**src/rtl/serial_adder.sv**
```systemverilog
// serial_adder: bit-serial ripple adder. One full-adder cell is reused for
// WIDTH cycles (LSB first), with a carry flip-flop between steps.
// start/busy/done frame each operation; sum/cout hold until the next result.
module serial_adder #(
    parameter int unsigned WIDTH = 8
) (
    input  logic             clk,
    input  logic             rst,
    input  logic             start,
    input  logic [WIDTH-1:0] a,
    input  logic [WIDTH-1:0] b,
    input  logic             cin,
    output logic             busy,
    output logic             done,
    output logic [WIDTH-1:0] sum,
    output logic             cout
);

    // Counter must reach WIDTH without wrapping.
    localparam int unsigned CW = $clog2(WIDTH + 1);

    typedef enum logic [1:0] {
        S_IDLE = 2'd0,
        S_RUN  = 2'd1,
        S_DONE = 2'd2
    } state_t;

    state_t           state_q, state_d;
    logic [WIDTH-1:0] a_q, a_d;
    logic [WIDTH-1:0] b_q, b_d;
    logic [WIDTH-1:0] acc_q, acc_d;
    logic             carry_q, carry_d;
    logic [CW-1:0]    cnt_q, cnt_d;
    logic [WIDTH-1:0] sum_q, sum_d;
    logic             cout_q, cout_d;
    logic             busy_q, busy_d;
    logic             done_q, done_d;

    logic             fa_s;
    logic             fa_c;
    logic [WIDTH-1:0] acc_shift;

    // Full-adder step, next-state logic and result capture.
    always_comb begin
        state_d = state_q;
        a_d     = a_q;
        b_d     = b_q;
        acc_d   = acc_q;
        carry_d = carry_q;
        cnt_d   = cnt_q;
        sum_d   = sum_q;
        cout_d  = cout_q;

        fa_s = a_q[0] ^ b_q[0] ^ carry_q;
        fa_c = (a_q[0] & b_q[0]) | (carry_q & (a_q[0] ^ b_q[0]));
        // New sum bit enters at the MSB; written this way so WIDTH=1 needs no special case.
        acc_shift            = acc_q >> 1;
        acc_shift[WIDTH-1]   = fa_s;

        unique case (state_q)
            S_IDLE: begin
                if (start) begin
                    a_d     = a;
                    b_d     = b;
                    carry_d = cin;
                    cnt_d   = '0;
                    state_d = S_RUN;
                end
            end
            S_RUN: begin
                carry_d = fa_c;
                acc_d   = acc_shift;
                a_d     = a_q >> 1;
                b_d     = b_q >> 1;
                cnt_d   = cnt_q + CW'(1);
                if (cnt_q == CW'(WIDTH - 1)) begin
                    // Final step: publish result including this step's bit and carry.
                    sum_d   = acc_shift;
                    cout_d  = fa_c;
                    state_d = S_DONE;
                end
            end
            S_DONE: begin
                state_d = S_IDLE;
            end
            default: begin
                state_d = S_IDLE;
            end
        endcase

        busy_d = (state_d == S_RUN);
        done_d = (state_d == S_DONE);
    end

    // State and datapath registers with synchronous reset.
    always_ff @(posedge clk) begin
        if (rst) begin
            state_q <= S_IDLE;
            a_q     <= '0;
            b_q     <= '0;
            acc_q   <= '0;
            carry_q <= 1'b0;
            cnt_q   <= '0;
            sum_q   <= '0;
            cout_q  <= 1'b0;
            busy_q  <= 1'b0;
            done_q  <= 1'b0;
        end else begin
            state_q <= state_d;
            a_q     <= a_d;
            b_q     <= b_d;
            acc_q   <= acc_d;
            carry_q <= carry_d;
            cnt_q   <= cnt_d;
            sum_q   <= sum_d;
            cout_q  <= cout_d;
            busy_q  <= busy_d;
            done_q  <= done_d;
        end
    end

    assign busy = busy_q;
    assign done = done_q;
    assign sum  = sum_q;
    assign cout = cout_q;

endmodule

```
**config.mk**
```make
export PLATFORM = sky130hd
export DESIGN_NAME = serial_adder
export DESIGN_NICKNAME = d
export VERILOG_FILES = /design/src/rtl/serial_adder.sv
export SDC_FILE = /design/constraint.sdc
export NUM_CORES = 1
export LEC_CHECK = 0
export ABC_AREA = 1
export CORE_MARGIN = 1.5
export CORE_UTILIZATION = 45
export CTS_CLUSTER_SIZE = 40
export DETAILED_ROUTE_END_ITERATION = 10
export GPL_ROUTABILITY_DRIVEN = 0
export PLACE_DENSITY_LB_ADDON = 0.1
export SLEW_MARGIN = 25
export SYNTH_ARGS = -nofsm -noshare
export SYNTH_HDL_FRONTEND = slang
export SYNTH_SLANG_ARGS = --single-unit
```
**constraint.sdc**
```tcl
create_clock -name clk -period 2.47 [get_ports clk]
set_input_delay 0.494 -clock clk [delete_from_list [all_inputs] [get_ports clk]]
set_output_delay 0.494 -clock clk [all_outputs]
set_load 0.01 [all_outputs]
```
==> impl_metrics.tcl <==
set metrics [dict create \
    grt_pass1_vias 1429 \
    max_cap_violations 0 \
    grt_use_met3_pct 5.208 \
    clkSinkCount 41 \
    top_usage_layer "met2" \
    overflow 0 \
    ctsRootBufferMaster "clkbuf_8" \
    r2r-end "sum[3]" \
    preCtsSetupSlack_ns 0.4934 \
    vias 1544 \
    power_density_nw_per_um2 598.0 \
    min_to "sum[2]" \
    cts.clk_slew.worst_paths_ns 0.08 \
    fp-row-count 22 \
    postCtsSetupRepairBufs 0 \
    hpwl_mm 2.342 \
    setup_ws_ns 0.7868 \
    worst-path-max-fanout 11 \
    cp-start-kind "flip-flop" \
    setup_violations 0 \
    fp.coreArea_um2 3689 \
    r2r_start "cnt_q[1]" \
    tns_ns 0 \
    port_buffers 30 \
    critical_path.max_stage_delay_ns 0.37 \
    die-area_um2 4224 \
    ff2ff_setup_slack_ns 0.79 \
    synthToLayoutAreaGrowth_pct 23.01 \
    finalClockSkew_ns 0.007147 \
    reg2reg_depth 7 \
    routed_via_density 4.780 \
    fmax_mhz 594.1 \
    final.period_utilization_pct 68.15 \
    wl_per_cell_um 10.82 \
    start_util_pct 46.88 \
    multi_input_area_um2 750.7 \
    clockBufferDepth 2 \
    status "finished clean" \
    drc 0 \
    fillers 385 \
    ys_seq_elements 41 \
    use_met2_pct 32.60 \
    htreeDepth 2 \
    worst_slew_pin_slew_ns 0.6374 \
    synth_warnings 0 \
    power.leakage_uw 0.0009299 \
    drt_iter0_drc 89 \
    peakVddDrop_uv 370.0 \
    regArea_um2 820.8 \
    fin_nets 296 \
    synth_cell_types 15 \
    clk-insertion-delay-late_ns 0.29 \
    grt_max_degree 30 \
    end_kind "flip-flop" \
    holdCritStartpoint "sum[2]" \
    grt_usage_pct 19.20 \
    antennaDiodeCount 0 \
    path_cells "ha_1 -> nand2_1 -> nor2_2 -> nand2_1 -> nor2_2 -> nand2_1 -> nand2_1" \
    drive_gt1_share_pct 5.818 \
    slew_headroom_pct 57.46 \
    worst-setup-path-type "reg -> reg" \
    die_w_um 64.99 \
    cts_tree "yes" \
    synth_nets 269 \
    hold_path_class "reg -> reg" \
    cts_inserted_buffers 5 \
    grt_use_met1_pct 22.74 \
    die_h_um 64.99 \
    slew_violations 0 \
    num_io_pins 31 \
    hold_violations 0 \
    syn_avg_cell_area_um2 7.001 \
    critPathSlowestCell "dfxtp_1" \
    arrival_ns 1.92 \
    wirelength_mm 3.496 \
    first_pass_iters 4 \
    rsz0062_at_grt "false" \
    yosysSeqAreaShare_pct 47.47 \
    syn-instance-count 247 \
    syn_area_um2 1729 \
    antenna_found_initial 0 \
    min_period_ns 1.683 \
    grt_pass1_wl_mm 6.272 \
    critPathRequiredTime_ns 2.71 \
    cts.repair.resized 0 \
    cp_common_cell "nand2_1" \
    hold_buffers 0 \
    min_path_cells 2 \
    ant_nets 0 \
]
## cells in the final DEF, fill, tap and decap left out
master	count
clkbuf_8	5
fa_1	1
clkinv_2	2
buf_4	4
inv_1	21
ha_1	1
a21oi_1	12
clkinvlp_4	1
nand3_1	40
nor2_1	42
nand2_1	64
nor2_2	3
clkdlybuf4s50_1	30
dfxtp_1	41
nand2_2	1
o21ai_0	7
## flip-flops by register name, summed over array words and instances, names as in the netlist
signal / cells
busy: 1
carry_q: 1
b_q: 8
acc_q: 7
a_q: 8
cnt_q: 4
sum: 8
cout: 1
done: 1
state_q: 2
## power breakdown
| group | internal, µW | switching (µW) |
|---|---|---|
| Sequential | 688 | 17.6 |
| Combinational | 63.9 | 77.9 |
| Clock | 195 | 230 |
| Total | 947 | 325 |
## through the flow
stage	hold WS [ns]	total power, µW	instances	utilization, %	area (µm²)
after floorplan	0.4357	812.7	247	-	1729
after global placement	0.4498	861.9	315	55.33	2041
after detailed placement	0.4527	864.3	315	55.33	2041
after CTS	0.4650	1283	323	57.67	2127
after global routing	0.4958	1337	323	57.67	2127
final	0.4613	1272	323	57.67	2127
## worst max path at each step
stage                  start  cells after the start  slack (ns)      to
detailed placement     start                      6        0.49  a_q[6]
finish              cnt_q[1]                      7        0.79  sum[3]
global placement       start                      6        0.54  a_q[5]
CTS                 cnt_q[0]                      7        0.72    cout
floorplan           cnt_q[0]                      7        1.21    cout
global route        cnt_q[0]                      7        0.49  sum[3]
## metal layers
metal / vias up / part of all wire (%) / routed length (µm)
li1: 825 / - / -
met1: 676 / 47 / 1650
met2: 38 / 47 / 1631
met4: 0 / 1.8 / 63
met3: 5 / 4.3 / 152
met5: - / 0 / 0
## logic make-up after synthesis
family | after synthesis | synth area share (%)
AOI/OAI and AO/OA | 19 | 5.499
and+or+nand+nor | 150 | 36.03
buffers and inverters | 35 | 9.118
adders and majority gates | 2 | 1.881
DFF | 41 | 47.47
## final cells by class
| class | count | share of cell area [%] |
|---|---|---|
| clock buffer | 5 | 3.235 |
| timing repair buffer | 34 | 15.53 |
| multi-input combinational | 171 | 35.29 |
| clock inverter | 3 | 0.8235 |
| tap | 48 | 2.824 |
| inverter | 21 | 3.706 |
| sequential | 41 | 38.59 |
## Yosys cell counts, drive strengths merged
library cell	n	share of area, %
fa	1	1.2
clkbuf	5	1.1
buf	9	3.5
o21ai	7	2.0
a21oi	12	3.5
ha	1	0.72
inv	21	4.6
dfxtp	41	47
nand2	65	14
nand3	40	12
nor2	45	10
## worst max-delay path, delay by kind of cell, from the launching register on
kind                     cells  cell delay (ns)
AND/OR/NAND/NOR              6             1.08
adder cells (fa/ha/maj)      1             0.17
flip-flops                   1             0.37
Power figures use the tool's default switching activity.
